[config.mk]
export PLATFORM = sky130hd
export DESIGN_NAME = gpio_input_debounce
export DESIGN_NICKNAME = d
export VERILOG_FILES = /design/src/rtl/gpio_input_debounce.sv
export SDC_FILE = /design/constraint.sdc
export NUM_CORES = 1
export LEC_CHECK = 0
export ABC_AREA = 1
export CELL_PAD_IN_SITES_DETAIL_PLACEMENT = 1
export CELL_PAD_IN_SITES_GLOBAL_PLACEMENT = 1
export CORE_MARGIN = 2
export CORE_UTILIZATION = 48
export CTS_BUF_LIST = sky130_fd_sc_hd__clkbuf_16
export CTS_CLUSTER_DIAMETER = 30
export DETAILED_ROUTE_END_ITERATION = 7
export HOLD_SLACK_MARGIN = 0.05
export PLACE_DENSITY = 0.88
export SLEW_MARGIN = 20
export SYNTH_ARGS = -nofsm -noshare
export SYNTH_HDL_FRONTEND = slang
export SYNTH_SLANG_ARGS = --single-unit
[constraint.sdc]
create_clock -name sys_clk -period 2.2 [get_ports sys_clk]
set_input_delay 0.44 -clock sys_clk [delete_from_list [all_inputs] [get_ports sys_clk]]
set_output_delay 0.44 -clock sys_clk [all_outputs]
set_load 0.01 [all_outputs]
[src/rtl/gpio_input_debounce.sv]
// Per-bit input conditioner: two-flop synchroniser, consecutive-cycle debounce
// counter and registered rise/fall strobes for each raw board input.
module gpio_input_debounce #(
    parameter int                    NUM_INPUTS      = 6,
    parameter int                    DEBOUNCE_CYCLES = 1000000,
    parameter logic [NUM_INPUTS-1:0] RESET_VALUE     = '0
) (
    input  logic                  sys_clk,
    input  logic                  rst,
    input  logic [NUM_INPUTS-1:0] raw_in,
    output logic [NUM_INPUTS-1:0] debounced_out,
    output logic [NUM_INPUTS-1:0] rise_pulse,
    output logic [NUM_INPUTS-1:0] fall_pulse,
    output logic                  any_change
);

    localparam int              CW      = $clog2(DEBOUNCE_CYCLES + 1);
    localparam logic [CW-1:0]   CNT_MAX = CW'(DEBOUNCE_CYCLES - 1);

    logic [NUM_INPUTS-1:0] sync1_q, sync2_q;
    logic [NUM_INPUTS-1:0] stable_q, stable_d;
    logic [NUM_INPUTS-1:0] rise_q, rise_d;
    logic [NUM_INPUTS-1:0] fall_q, fall_d;
    logic                  any_q, any_d;
    logic [CW-1:0]         cnt_q [NUM_INPUTS];
    logic [CW-1:0]         cnt_d [NUM_INPUTS];

    always_comb begin
        // NOTE: every combinational output gets a default first so no path leaves it unassigned (no latch).
        stable_d = stable_q;
        rise_d   = '0;
        fall_d   = '0;
        for (int i = 0; i < NUM_INPUTS; i++) begin
            cnt_d[i] = '0;
            // Any cycle of agreement leaves the counter at zero, so counting is strictly consecutive.
            if (sync2_q[i] != stable_q[i]) begin
                if (cnt_q[i] == CNT_MAX) begin
                    stable_d[i] = sync2_q[i];
                    rise_d[i]   = sync2_q[i];
                    fall_d[i]   = ~sync2_q[i];
                end else begin
                    cnt_d[i] = cnt_q[i] + CW'(1);
                end
            end
        end
        any_d = |{rise_d, fall_d};
    end

    always_ff @(posedge sys_clk) begin
        // NOTE: sequential state uses non-blocking assignments so every register samples pre-edge values.
        if (rst) begin
            sync1_q  <= RESET_VALUE;
            sync2_q  <= RESET_VALUE;
            stable_q <= RESET_VALUE;
            rise_q   <= '0;
            fall_q   <= '0;
            any_q    <= 1'b0;
            // NOTE: the counter array is small flop storage, not RAM, so it is cleared to abandon any count in progress.
            for (int i = 0; i < NUM_INPUTS; i++) begin
                cnt_q[i] <= '0;
            end
        end else begin
            sync1_q  <= raw_in;
            sync2_q  <= sync1_q;
            stable_q <= stable_d;
            rise_q   <= rise_d;
            fall_q   <= fall_d;
            any_q    <= any_d;
            cnt_q    <= cnt_d;
        end
    end

    assign debounced_out = stable_q;
    assign rise_pulse    = rise_q;
    assign fall_pulse    = fall_q;
    assign any_change    = any_q;

endmodule

* Word level (Yosys, flattened, before mapping) *
Cells that the tools add are included.

storage, ports and cells
  input bits = 8
  word-level logic and storage cells = 84
  register bits after elaboration = 151

operators by class
  add/subtract/negate cells = 6
  reductions and logical operators = 13
  bitwise gates (word level) = 12
  eq/ne operators = 12
  multiplexer cells = 24

operator list
  operator                                                          number
  20-bit by 1-bit adder with 20-bit output (second input constant)  6
  20-bit == test (second input constant)                            6
  1-bit two-way mux                                                 24
  3-bit OR reduction                                                6
  1-bit inverter                                                    12
  2-bit AND reduction                                               6
  12-bit OR reduction                                               1
  1-bit != test                                                     6

* Depth between registers and ports, before layout *
  depth after elaboration = 4
  gate-level depth with buffers = 12
  depth with buffers taken out = 12

* Least setup slack after synthesis *
No wires, ideal clock.

  path type = reg-to-reg
  start = reg cnt_q[0] (netlist bit)
  end = reg cnt_q[17] (netlist bit)
  buffers on the path = 1
  slack = 0.704 ns
  required time = 2.085 ns
  period minus slack after synthesis = 1.496 ns
  stages on the path, launching flop included = 11
  arrival time = 1.381 ns
  path through = dfxtp_1 -> ha_1 -> nand2_1 -> inv_2 -> nand2_2 -> nor2_1 -> nand3_2 -> nand3_1 -> buf_2 -> a21oi_1 -> o21a_1

on the way
  word-level cells in the longest chain between the ends = 2

ends and longest elaborated chain
  item                                                                              RTL line  source
  start, declared                                                                   25        logic [CW-1:0] cnt_q [NUM_INPUTS];
  start signal, assigned                                                            69        cnt_q <= cnt_d;
  branches (longest 2 deep; another with 20-bit by 1-bit adder with 20-bit output)  -

Several ways; the timed one is not identified.
A chain may end at the register's enable or synchronous reset.

* Final worst setup path *
  start = reg stable_q[5] (netlist: debounced_out[5])
  end = out debounced_out[5]

RTL lines
  item                    RTL line  source
  start, declared         21        logic [NUM_INPUTS-1:0] stable_q, stable_d;
  start signal, assigned  65        stable_q <= stable_d;
  end, declared           11        output logic [NUM_INPUTS-1:0] debounced_out,

No word-level cell between the ends.

==> flow_summary.toml <==
[cts]
clk_pin_slew_ns = 0.06
clkSinkCount = 151
cts_buffers = 17
clk_path_buf_depth = 2
cts_resized = 0
postCtsSetupBuffers = 0
htreeDepth = 4
root_buffer = "clkbuf_16"
cts_hold_buf = 0
cts_tree = "built"
clk_latency_ns = 0.43

[floorplan]
die-height_um = 124.0
die_area_um2 = 15380
ioPinCount = 27
core_um2 = 13990
start_util_pct = 49.43
die_width_um = 124.0
row_count = 43

[detailed_routing]
via_count = 6096
viasPerCell = 5.170
dr.pass1.iters = 4
wl_per_cell_um = 14.03
drc = 0
route.final.wire_length_mm = 16.54
dr.first_iter.drc_count = 303
ant_nets = 0

[yosys]
synthDistinctLibCells = 40
syn-cell-area_um2 = 6914
yosysTopAreaCellShare_pct = 43.72
ys_ff_latch = 151
synth_top_area_cell = "dfxtp_1"
syn_area_per_cell_um2 = 7.270
synth_edf_count = 0
async_reset_ff_share_pct = 0
yosysSeqAreaShare_pct = 43.72
syn-num-nets = 965
syn_inst = 951
netlist_top_cells_area = "dfxtp_1, nand2_1, nor2_1"
yosysWarnings = 0
synth_ff_type = "dfxtp_1"

[layout]
nNetsFinal = 1001
instances_no_fill = 1179
multiInputGateArea_um2 = 3329
fill_cells = 1792
postLayoutCellArea_um2 = 7948
drive_gt1_share_pct = 9.109
synthToLayoutAreaGrowth_pct = 14.95
diodes = 0
seq_area_um2 = 3023

[timing]
clock.fmax_mhz = 550.9
maxSlewHeadroom_pct = 37.44
drv_slew = 0
worstMarginPinSlew_ns = 0.9356
grt_setup_unrepaired = "false"
setup_viol = 0
final.min_clock_period_ns = 1.815
finalCritPeriodShare_pct = 82.50
finClkSkew_ns = 0.007956
setup_tns_ns = 0
final_hold_viol_count = 0

[grt]
grt_usage_pct = 22.71
antenna_found_initial = 0
grt_overflow_total = 0
grt_pass1_wl_mm = 27.66
grt_max_degree = 27
grt_pass1_vias = 6104

[power]
max-vdd-ir-drop_mv = 0.5565
seqPwrFrac_pct = 47.4
leakagePower_nw = 2.793
power_density_nw_per_um2 = 731.9
p_comb_share_pct = 1.3
swShare_pct = 20.32
p_switching_w = 0.001182
p_int_w = 0.004634
clkPwrFrac_pct = 51.3

[place]
placed_area_um2 = 7356
dp_cells = 1148
io_buffers = 26
post-dp-hpwl_mm = 11.48
gp_congestion = 0.8010

[worst_setup_path]
cp_top_family = "buffers and inverters"
critPathLaunchType = "register"
critPathKind = "reg -> out"
cp_num_buf_inv = 1
critPathRequiredTime_ns = 1.76
cp.arrival_ns = 1.38
cp_slowest_stage_delay_ns = 0.56
cp_slowest_cell = "clkdlybuf4s50_1"
crit_chain = "clkdlybuf4s50_1"
critPathCaptureType = "output pin"
crit_fanout = 4

[hold_path]
hold_path.class = "reg -> reg"

[run_status]
status = "completed"

[job]
max_cap_violations = 0
==> final cells by class <==
type                            instances  share of cell area, %
Clock inverter                         14                  2.094
Multi-Input combinational cell        658                  41.89
Tap cell                              180                  2.834
Clock buffer                           17                  5.353
Timing Repair Buffer                   31                  3.747
Sequential cell                       151                  38.04
Inverter                              128                  6.045
==> cells in the final DEF, fill, tap and decap left out, types with 4 or more instances in the layout <==
| cell | Yosys | layout |
|---|---|---|
| or2_0 | 9 | 9 |
| xor2_1 | 18 | 18 |
| nor3_1 | 24 | 24 |
| clkbuf_16 | 0 | 17 |
| o21ai_0 | 19 | 19 |
| nor2_4 | 8 | 8 |
| clkdlybuf4s50_1 | 0 | 26 |
| clkinv_2 | 0 | 4 |
| bufinv_16 | 0 | 4 |
| nand3_1 | 45 | 45 |
| or2_2 | 12 | 12 |
| nor2_2 | 11 | 11 |
| nand2_1 | 186 | 186 |
| nand3_2 | 5 | 5 |
| ha_1 | 6 | 6 |
| inv_1 | 122 | 124 |
| a21oi_1 | 57 | 57 |
| xnor2_1 | 14 | 14 |
| nor3b_1 | 11 | 11 |
| nor2_1 | 164 | 164 |
| nand3b_1 | 4 | 4 |
| buf_4 | 3 | 5 |
| nor4_1 | 4 | 4 |
| nor3_2 | 4 | 4 |
| nand4_1 | 29 | 29 |
| inv_2 | 6 | 6 |
| nand2_2 | 7 | 7 |
| dfxtp_1 | 151 | 151 |
==> path summary, 6_finish.rpt <==
path                                        from          endpoint  slack [ns]  cells past startpoint
worst min-delay path                  sync1_q[2]        sync2_q[2]        0.41                      2
worst max-delay path            debounced_out[5]  debounced_out[5]        0.38                      1
worst max register to register         cnt_q[20]         cnt_q[36]        0.40                     12
worst min register to register        sync1_q[2]        sync2_q[2]        0.41                      2
==> synthesized netlist by cell type (9+ instances only) <==
cell type / n
nor3b_1: 11
xnor2_1: 14
a21oi_1: 57
nor3_1: 24
nand3_1: 45
or2_2: 12
dfxtp_1: 151
xor2_1: 18
nor2_1: 164
nand4_1: 29
inv_1: 122
nor2_2: 11
or2_0: 9
nand2_1: 186
o21ai_0: 19
==> registers in the layout, indices dropped and copies added (netlist names) <==
signal         count
any_change         1
cnt_q            120
debounced_out      6
fall_pulse         6
rise_pulse         6
sync1_q            6
sync2_q            6
==> per-stage QoR <==
| stage | util [%] | total power, W | worst slack [ns] | hold WS (ns) |
|---|---|---|---|---|
| 3_5_place_dp | 52.59 | 0.002891 | 0.1417 | 0.4032 |
| 5_1_grt | 56.82 | 0.005965 | 0.1959 | 0.4233 |
| 3_3_place_gp | 52.59 | 0.002887 | 0.2273 | 0.3904 |
| 6_report | 56.82 | 0.005817 | 0.3849 | 0.4073 |
| 2_1_floorplan | - | 0.002861 | 0.7042 | 0.3883 |
| 4_1_cts | 56.82 | 0.005862 | 0.3449 | 0.4122 |
==> power groups by stage <==
stage	clock network, W	logic [W]	registers, W
CTS	0.00303	0.0000758	0.00276
detailed placement	0	0.0000751	0.00282
global placement	0	0.0000721	0.00281
finish	0.00299	0.0000748	0.00276
global route	0.00313	0.0000833	0.00276
floorplan	0	0.0000478	0.00281
==> per-layer routing <==
metal	wire length [um]	vias to the layer above	share of wire, %	global-route usage [%]
met2	8433	53	51	41.28
met5	0	-	0	0
li1	-	3091	-	-
met4	189	0	1.1	7.093
met3	366	17	2.2	4.899
met1	7549	2935	46	26.60
==> logic make-up after synthesis <==
logic type	count (synthesis)	share of synthesized area [%]
simple gates	528	35.65
flops	151	43.72
buf+inv	142	8.125
compound gates	92	7.365
xor+xnor	32	4.054
fa+ha+maj	6	1.086
No activity file was read; power rests on OpenSTA's default activity.
==> RTL edit (config.mk and constraints unchanged) <==
Register the output `debounced_out` once more, cleared by the reset; this adds one clock of latency there. The other outputs are not delayed to match.
--- a/src/rtl/gpio_input_debounce.sv
+++ b/src/rtl/gpio_input_debounce.sv
@@ -72,3 +72,9 @@
 
-    assign debounced_out = stable_q;
+    always_ff @(posedge sys_clk) begin
+        if (rst) begin
+            debounced_out <= '0;
+        end else begin
+            debounced_out <= stable_q;
+        end
+    end
     assign rise_pulse    = rise_q;
Formal check against the unedited RTL: same outputs for any inputs over 10 cycles, from zero or initial values and one cycle with rst high; that may be too few to reach the edited logic, so the function may still have changed.
==> RTL edit against the unedited design <==
Sequential power rose by 4%; hold slack got worse by 0.0026 ns; synthesized area grew 3.7%; sequential cell count rose by 6; power increased by 2.6%; core utilization fell by 0.45 points; critical path depth up 8; routed wire length decreased by 0.36%; design area increased by 3.5%; maximum frequency decreased by 2.0%; clock skew increased by 0.0017 ns; register-to-register slack worse by 0.05 ns; worst setup slack got worse by 0.037 ns; critical path type is now register to register; largest power group unchanged.
==> RTL edit: results (changes against the unedited design) <==
* Met1 demand-to-capacity share in global routing: 24.83% (was 26.60%)
- Worst slack at placement: 0.3578 ns (was 0.1417 ns)
- Reg-to-reg endpoint: cnt_q[108] (was cnt_q[36])
- Synth top area cells: dfxtp_1 44%, nor2_1 9.1%, nand2_1 8.5% (was dfxtp_1 44%, nand2_1 10%, nor2_1 8.9%)
- The overall routed net length came to 16,480 um (was 16,540 um).
- The source of the critical timing path is cnt_q[100] (was debounced_out[5]).
* Crit path max fanout: 16 (was 4)
* Total of buffers placed on input and output ports: 26 (unchanged)
- The fraction of layout instances using a drive strength above 1 is 12.33% (was 9.109%).
- The via count of the first global-routing pass came to 6,306 (was 6,104).
- Leakage component of the power: 3.167 nW (was 2.793 nW)
* Transition time at the pin with the least slew margin: 0.7514 ns (was 0.9356 ns)
* Clock buffers created by TritonCTS: 17 (unchanged)
- Maximum number of pins on one net before global-route repair: 24 (was 27)
* Fillcell total: 1,849 (was 1,792)
- Critical path class: register to register (was register to output port)
- Placed Instance Area: 0.007616 mm^2 (was 0.007356 mm^2)
- The first-pass detailed-route iteration total was 6 (was 4).
- The highest-delay cell along the critical path was dfxtp_1 (was clkdlybuf4s50_1).
- Clock skew: 0.009697 ns (was 0.007956 ns)
- The stage delay of the slowest cell on the critical path is 0.35 ns (was 0.56 ns).
- The number of violations reported at the end of detailed-routing iteration 0 was 308 (was 303).
- The leading cell type in the layout, fill and taps excluded was nor2_1 (was nand2_1).
- The number of nets in the synthesized netlist came to 970 (was 965).
* Arrival time reported for the critical path endpoint: 2.17 ns (was 1.38 ns)
* Cell class contributing the biggest share of worst-path delay: simple AND/OR/NAND/NOR gates (was buffers and inverters)
* Count of different cell masters after synthesis: 47 (was 40)
- Outcome: complete, no violations (unchanged).
- The routed via count divided by cell count was 5.044 (was 5.170).
- Global placer's final weighted congestion: 0.7971 (was 0.8010)
- Maximum achievable frequency: 539.9 MHz (was 550.9 MHz)
- Minimum hold slack: 0.4047 ns (was 0.4073 ns)
* Routed wire length on met3: 397 um (was 366 um)
* Half-perimeter wire length after detailed placement: 11,830 um (was 11,480 um)
- The number of nets in the finished design came to 1,007 (was 1,001).
* Sequential-to-total area share from yosys stat: 43.82% (was 43.72%)
- Maximum vdd drop: 0.5753 mV (was 0.5565 mV)
- The reported sequential group power came to 2.86 mW (was 2.76 mW).
- Met2 wirelength from detailed routing: 8507 um (was 8433 um)
* M3 GR Usage: 4.758% (was 4.899%)
- GRT met2 Usage: 40.77% (was 41.28%)
* FF-to-FF path depth: 9 (was 12)
* Global-route usage over all layers: 21.80% (was 22.71%)
- Number of rows created at floorplan: 44 (was 43)
- Top cell types by occurrence after synthesis: 173 x nor2_1, 163 x nand2_1, 157 x dfxtp_1 (was 186 x nand2_1, 164 x nor2_1, 151 x dfxtp_1).
- The switching part of the total came to 20.30% (was 20.32%).
- Gate power share: 1.3% (about the same)
* Number of flip-flops under the largest register name: 120 (unchanged)
- The first-pass GRT wire length came to 28,370 um (was 27,660 um).
- The wire length the detailed router placed on met1 came to 7377 um (was 7549 um).
RTL edit: changes by cell type after synthesis, sizes merged, moves of 6 or more:
cell / change
a21oi: -13
nor2: +22
inv: +14
nor3: -8
xor2: +9
or2: -7
nand2: -14
dfxtp: +6
RTL edit: logic make-up (layout without fill, tap and decap cells):
group	after synthesis	count (layout)	synth area share, %
adder cells (fa/ha/maj)	6	6	1.047
AND/OR/NAND/NOR	514	514	34.96
AO/OA/AOI/OAI	82	82	6.471
XOR/XNOR	42	42	5.128
flip-flops	157	157	43.82
buffers and inverters	155	205	8.582
RTL edit: layout make-up:
cell class,count,area [um^2],share of cell area [%]
multi-input cells,644,3415,41.52
flip-flops and latches,157,3143,38.22
inverters,142,535.5,6.512
clock buffers,17,425.4,5.173
repair buffers,31,292.8,3.561
well taps,184,230.2,2.800
clock inverters,15,181.4,2.206
RTL edit: through the flow:
step	std cells	total power, mW
after global routing	1190	6.145
after global placement	1158	3.001
final	1190	5.969
after detailed placement	1158	3.005
after CTS	1190	6.017
after floorplan	956	2.975
